[src/rtl/multdiv_ctrl_pkg.sv]
// Shared definitions for the mult/div sequencing controller.
// State encoding is exported on state_dbg; the HI/LO select constants are
// shared with the HI/LO input muxes so both sides agree on polarity.
package multdiv_ctrl_pkg;

    localparam int unsigned STATE_W = 3;

    typedef enum logic [STATE_W-1:0] {
        ST_IDLE      = 3'd0,
        ST_MULT_RUN  = 3'd1,
        ST_DIV_RUN   = 3'd2,
        ST_WRITEBACK = 3'd3,
        ST_DIV0      = 3'd4
    } state_e;

    localparam logic HILO_SEL_DIV  = 1'b0;
    localparam logic HILO_SEL_MULT = 1'b1;

    // True while a unit is running and the timeout counter should advance.
    function automatic logic is_run(input state_e s);
        return (s == ST_MULT_RUN) || (s == ST_DIV_RUN);
    endfunction

endpackage

[src/rtl/multdiv_timer.sv]
// Per-operation cycle counter for the mult/div controller.
// Ports:
//   clk, reset  - clock, synchronous active-high reset
//   i_clear     - force count to zero (has priority over i_enable)
//   i_enable    - advance count by one
//   o_count     - current count
//   o_expired   - count has reached TIMEOUT-1
module multdiv_timer #(
    parameter int unsigned TIMEOUT = 40,
    parameter int unsigned CNT_W   = $clog2(TIMEOUT + 1)
) (
    input  logic             clk,
    input  logic             reset,
    input  logic             i_clear,
    input  logic             i_enable,
    output logic [CNT_W-1:0] o_count,
    output logic             o_expired
);

    logic [CNT_W-1:0] r_count;

    // Counter register
    always_ff @(posedge clk) begin
        if (reset) begin
            r_count <= '0;
        end else if (i_clear) begin
            r_count <= '0;
        end else if (i_enable) begin
            r_count <= r_count + CNT_W'(1);
        end
    end

    assign o_count   = r_count;
    assign o_expired = (r_count == CNT_W'(TIMEOUT - 1));

endmodule

[src/rtl/multdiv_ctrl.sv]
// Sequencing controller for the multi-cycle multiplier and divider that
// feed HI/LO: launches the selected unit, waits for its done, then drives
// the HI/LO select and write enables. Flags divide-by-zero and timeouts,
// and stalls MFHI/MFLO while a result is pending.
// Ports:
//   clk, reset                 - clock, synchronous active-high reset
//   mult_start, div_start      - issue requests (honoured in IDLE only)
//   div_divisor                - divisor, checked for zero on div issue
//   mult_done, div_done        - unit result-valid pulses
//   hilo_read_req              - MFHI/MFLO executing this cycle
//   mult_go, div_go            - one-cycle launch pulses
//   hilo_sel                   - HI/LO mux select (0 div, 1 mult)
//   hi_write, lo_write         - HI/LO write enables
//   busy, stall                - not idle / hold control FSM
//   div_zero, timeout          - one-cycle exception pulses
//   state_dbg                  - current state encoding
module multdiv_ctrl
    import multdiv_ctrl_pkg::*;
#(
    parameter int unsigned TIMEOUT = 40
) (
    input  logic        clk,
    input  logic        reset,
    input  logic        mult_start,
    input  logic        div_start,
    input  logic [31:0] div_divisor,
    input  logic        mult_done,
    input  logic        div_done,
    input  logic        hilo_read_req,
    output logic        mult_go,
    output logic        div_go,
    output logic        hilo_sel,
    output logic        hi_write,
    output logic        lo_write,
    output logic        busy,
    output logic        stall,
    output logic        div_zero,
    output logic        timeout,
    output logic [2:0]  state_dbg
);

    localparam int unsigned CNT_W = $clog2(TIMEOUT + 1);

    state_e           r_state;
    state_e           w_state_next;
    logic             r_hilo_sel;
    logic             w_hilo_sel_next;
    logic             r_timeout;
    logic             w_timeout_next;
    logic             w_in_run;
    logic             w_first_run;
    logic [CNT_W-1:0] w_count;
    logic             w_expired;

    assign w_in_run = is_run(r_state);

    // Counter is held at zero outside RUN, so it reads zero on RUN entry.
    multdiv_timer #(
        .TIMEOUT (TIMEOUT),
        .CNT_W   (CNT_W)
    ) u_timer (
        .clk       (clk),
        .reset     (reset),
        .i_clear   (!w_in_run),
        .i_enable  (w_in_run),
        .o_count   (w_count),
        .o_expired (w_expired)
    );

    // The counter never wraps back to zero within a run, so zero marks the
    // first RUN cycle.
    assign w_first_run = (w_count == '0);

    // State and flag registers
    always_ff @(posedge clk) begin
        if (reset) begin
            r_state    <= ST_IDLE;
            r_hilo_sel <= HILO_SEL_DIV;
            r_timeout  <= 1'b0;
        end else begin
            r_state    <= w_state_next;
            r_hilo_sel <= w_hilo_sel_next;
            r_timeout  <= w_timeout_next;
        end
    end

    // Next-state logic; done wins over a coincident timeout.
    always_comb begin
        w_state_next    = r_state;
        w_hilo_sel_next = r_hilo_sel;
        w_timeout_next  = 1'b0;
        case (r_state)
            ST_IDLE: begin
                if (mult_start) begin
                    w_state_next    = ST_MULT_RUN;
                    w_hilo_sel_next = HILO_SEL_MULT;
                end else if (div_start) begin
                    if (div_divisor == 32'd0) begin
                        w_state_next = ST_DIV0;
                    end else begin
                        w_state_next    = ST_DIV_RUN;
                        w_hilo_sel_next = HILO_SEL_DIV;
                    end
                end
            end
            ST_MULT_RUN: begin
                if (mult_done) begin
                    w_state_next = ST_WRITEBACK;
                end else if (w_expired) begin
                    w_state_next   = ST_IDLE;
                    w_timeout_next = 1'b1;
                end
            end
            ST_DIV_RUN: begin
                if (div_done) begin
                    w_state_next = ST_WRITEBACK;
                end else if (w_expired) begin
                    w_state_next   = ST_IDLE;
                    w_timeout_next = 1'b1;
                end
            end
            ST_WRITEBACK: w_state_next = ST_IDLE;
            ST_DIV0:      w_state_next = ST_IDLE;
            default:      w_state_next = ST_IDLE;
        endcase
    end

    // Outputs decoded from registered state only (stall also uses the request).
    assign mult_go   = (r_state == ST_MULT_RUN) && w_first_run;
    assign div_go    = (r_state == ST_DIV_RUN) && w_first_run;
    assign hilo_sel  = r_hilo_sel;
    assign hi_write  = (r_state == ST_WRITEBACK);
    assign lo_write  = (r_state == ST_WRITEBACK);
    assign busy      = (r_state != ST_IDLE);
    assign stall     = hilo_read_req && busy;
    assign div_zero  = (r_state == ST_DIV0);
    assign timeout   = r_timeout;
    assign state_dbg = r_state;

endmodule

[config.mk]
export PLATFORM = sky130hd
export DESIGN_NAME = multdiv_ctrl
export DESIGN_NICKNAME = d
export VERILOG_FILES = /design/src/rtl/multdiv_ctrl_pkg.sv /design/src/rtl/multdiv_timer.sv /design/src/rtl/multdiv_ctrl.sv
export SDC_FILE = /design/constraint.sdc
export NUM_CORES = 1
export LEC_CHECK = 0
export CAP_MARGIN = 0
export CELL_PAD_IN_SITES_DETAIL_PLACEMENT = 0
export CELL_PAD_IN_SITES_GLOBAL_PLACEMENT = 1
export CORE_MARGIN = 3
export CORE_UTILIZATION = 23
export CTS_CLUSTER_SIZE = 16
export DETAILED_ROUTE_END_ITERATION = 16
export PLACE_DENSITY_LB_ADDON = 0.1
export SLEW_MARGIN = 20
export SYNTH_ARGS = -nofsm -noshare
export SYNTH_HDL_FRONTEND = slang
export SYNTH_SLANG_ARGS = --single-unit
export TNS_END_PERCENT = 30
[constraint.sdc]
create_clock -name clk -period 3 [get_ports clk]
set_clock_uncertainty 0.05 [all_clocks]
set_input_delay 0.6 -clock clk [delete_from_list [all_inputs] [get_ports clk]]
set_output_delay 0.6 -clock clk [all_outputs]
set_load 0.05 [all_outputs]
==> out/results.ini <==
[routing]
routed.top_layer = met4
num_vias = 766
drtIter0Drc = 20
route.detailed.drc = 0
ant_nets = 0
wire_per_inst_um = 12.6
dr.pass1.iters = 5
routed_via_density = 4.76
route.met3.wl_um = 194
route.met2.wl_um = 1000
routed_wirelength_um = 2030
wl_met1_um = 825

[timing]
finalHoldViolations = 0
fin_crit_ns = 2.68
slew_headroom = 0.662
setup_tns_ns = 0
timing.final.crit_share = 0.893
fmax_mhz = 373
final_max_slew_viol_count = 0
setup_viol = 0
rsz0062_at_grt = false
worst_slew_pin_slew_ns = 0.505

[critical_path]
crit_required_ns = 2.35
crit_slowest_cell = clkdlybuf4s50_1
crit_path_max_incr_delay_ns = 0.83
start_kind = register
worstPathArrival_ns = 2.03
critPathMaxFanout = 6
path_class = register to primary output
endpoint_kind = primary output
crit_chain = nor4_1, nand2_1, nor3_1, clkdlybuf4s50_1

[final_layout]
antenna_cells = 0
synthToLayoutAreaGrowth_pct = 84.3
post_route_cells_drive_above_1_share = 0.0611
fin_nets = 173
layoutNonFillerInstCount = 161

[global_routing]
grt_use_total = 0.123
grt_pass1_vias = 721
grt_pass1_wl_um = 3340
grt_overflow = 0
grt_max_degree = 12
antenna_found_initial = 0

[job]
max_cap_violations = 0

[power_and_ir_drop]
clock_power_share = 0.211
intPower_w = 0.000299
switching_power_w = 0.000160
power_density_nw_per_um2 = 381
peakVddDrop_v = 0.000288
p_leak_nw = 0.428
p_seq_frac = 0.366
swShare = 0.349
combPwrFrac = 0.423

[floorplanning]
die_w_um = 59.3
die_y_um = 59.3
start_util = 0.253
die_area_um2 = 3520
rows = 18
pin_count = 51
core_area_um2 = 2590

[synth]
yosysSeqAreaShare = 0.337
netlist_instances = 79
yosysWarnings = 0
synth-seq-cells = 11
ys_types = 30
postSynthAreaPerCell_um2 = 8.28
netlist_area_um2 = 654
synth_nets = 120

[run_status]
status = finished, final reports clean

[placed_design]
port_buffers = 50
place_congestion = 0.731
dp.cells = 157
place_hpwl_um = 1710

[clock_tree]
clock_latency_ns = 0.26
clk_pin_slew_ns = 0.06
root_buffer = clkbuf_4
hold_buffers = 0
cts_tree = done
h-tree-depth = 1
numCtsBuffers = 3
cts_resized = 0
clock_sinks = 11
cts_buffer_depth = 2
post_cts_buffers = 0

[min_path]
hold_class = register to register

## registers in the layout, indices dropped and copies added (netlist names)
register	flops
u_timer.o_count	6
state_dbg	3
hilo_sel	1
timeout	1
## cell usage after synthesis
master	instances	share of area
nor4_1	10	0.096
mux2_2	1	0.017
nor2_1	12	0.069
xor2_1	2	0.027
or4_1	2	0.023
nand2_1	8	0.046
nor4_4	1	0.033
nand3b_1	1	0.011
nor2b_1	1	0.0096
nor3b_2	1	0.019
buf_4	1	0.011
a32oi_1	1	0.013
o22a_1	1	0.013
inv_1	4	0.023
ha_1	2	0.038
o32ai_1	1	0.013
nor3b_1	1	0.011
or3_1	1	0.0096
o21ai_0	1	0.0076
nor3_1	2	0.015
buf_2	1	0.0076
nand3_2	1	0.015
a21oi_1	2	0.015
xnor2_1	2	0.027
dfxtp_1	11	0.34
a211o_1	1	0.013
o21a_1	1	0.011
nor3_4	1	0.025
nand2b_1	2	0.019
nand3_1	3	0.023
## power groups by stage
stage           Clock, W  Combinational, W  Sequential, W
2_1_floorplan          0         0.0000852       0.000190
3_5_place_dp           0          0.000196       0.000172
5_1_grt         0.000110          0.000210       0.000170
3_3_place_gp           0          0.000195       0.000171
6_report       0.0000971          0.000194       0.000168
4_1_cts         0.000104          0.000196       0.000169
## metal layers
metal  track usage  up-vias
li1              -      393
met4        0.0194        0
met2         0.207       28
met3        0.0458        2
met5             0        -
met1         0.152      343
## area by class of cell
cell class,count,area (µm²)
well taps,30,37.5
clock buffers,4,26.3
fillers,256,1380
flip-flops and latches,11,220
repair buffers,50,500
inverters,4,15.0
multi-input cells,62,407
## path summary, 6_finish.rpt
kind | cells after the start | slack, ns | end | startpoint
worst max register to register | 5 | 1.42 | state_dbg[1] | u_timer.o_count[0]
worst min-delay path | 1 | 0.42 | u_timer.o_count[0] | u_timer.o_count[0]
worst max-delay path | 4 | 0.32 | div_go | u_timer.o_count[3]
worst min register to register | 1 | 0.42 | u_timer.o_count[0] | u_timer.o_count[0]
## worst max-delay path, delay by kind of cell (launching register included)
| family | cells | cell delay [ns] |
|---|---|---|
| buffers and inverters | 1 | 0.83 |
| and+or+nand+nor | 3 | 0.59 |
| DFF | 1 | 0.35 |
## cell families after synthesis
kind of cell | count (synthesis) | share of synthesized area
mux | 1 | 0.0172
fa+ha+maj | 2 | 0.0382
compound gates | 8 | 0.0880
buf+inv | 6 | 0.0421
simple gates | 47 | 0.424
xor+xnor | 4 | 0.0535
flops | 11 | 0.337
## cells in the final DEF, fill, tap and decap left out, drive strengths merged, types with 3 or more instances in the layout
cell / n
clkdlybuf4s50: 50
inv: 4
nor4: 11
nor3: 3
clkbuf: 4
nor2: 12
dfxtp: 11
nand3: 4
nand2: 8
## through the flow
step                instance area, µm²   util  total power, W  setup WS [ns]  hold WS, ns
finish                            1210  0.466        0.000460          0.320        0.421
global route                      1210  0.466        0.000490          0.157        0.474
CTS                               1210  0.466        0.000469          0.262        0.428
detailed placement                1180  0.456        0.000368          0.387        0.412
global placement                  1180  0.456        0.000366          0.379        0.397
floorplan                          654      -        0.000275          0.263        0.380
No activity file was read; power rests on OpenSTA's default activity.
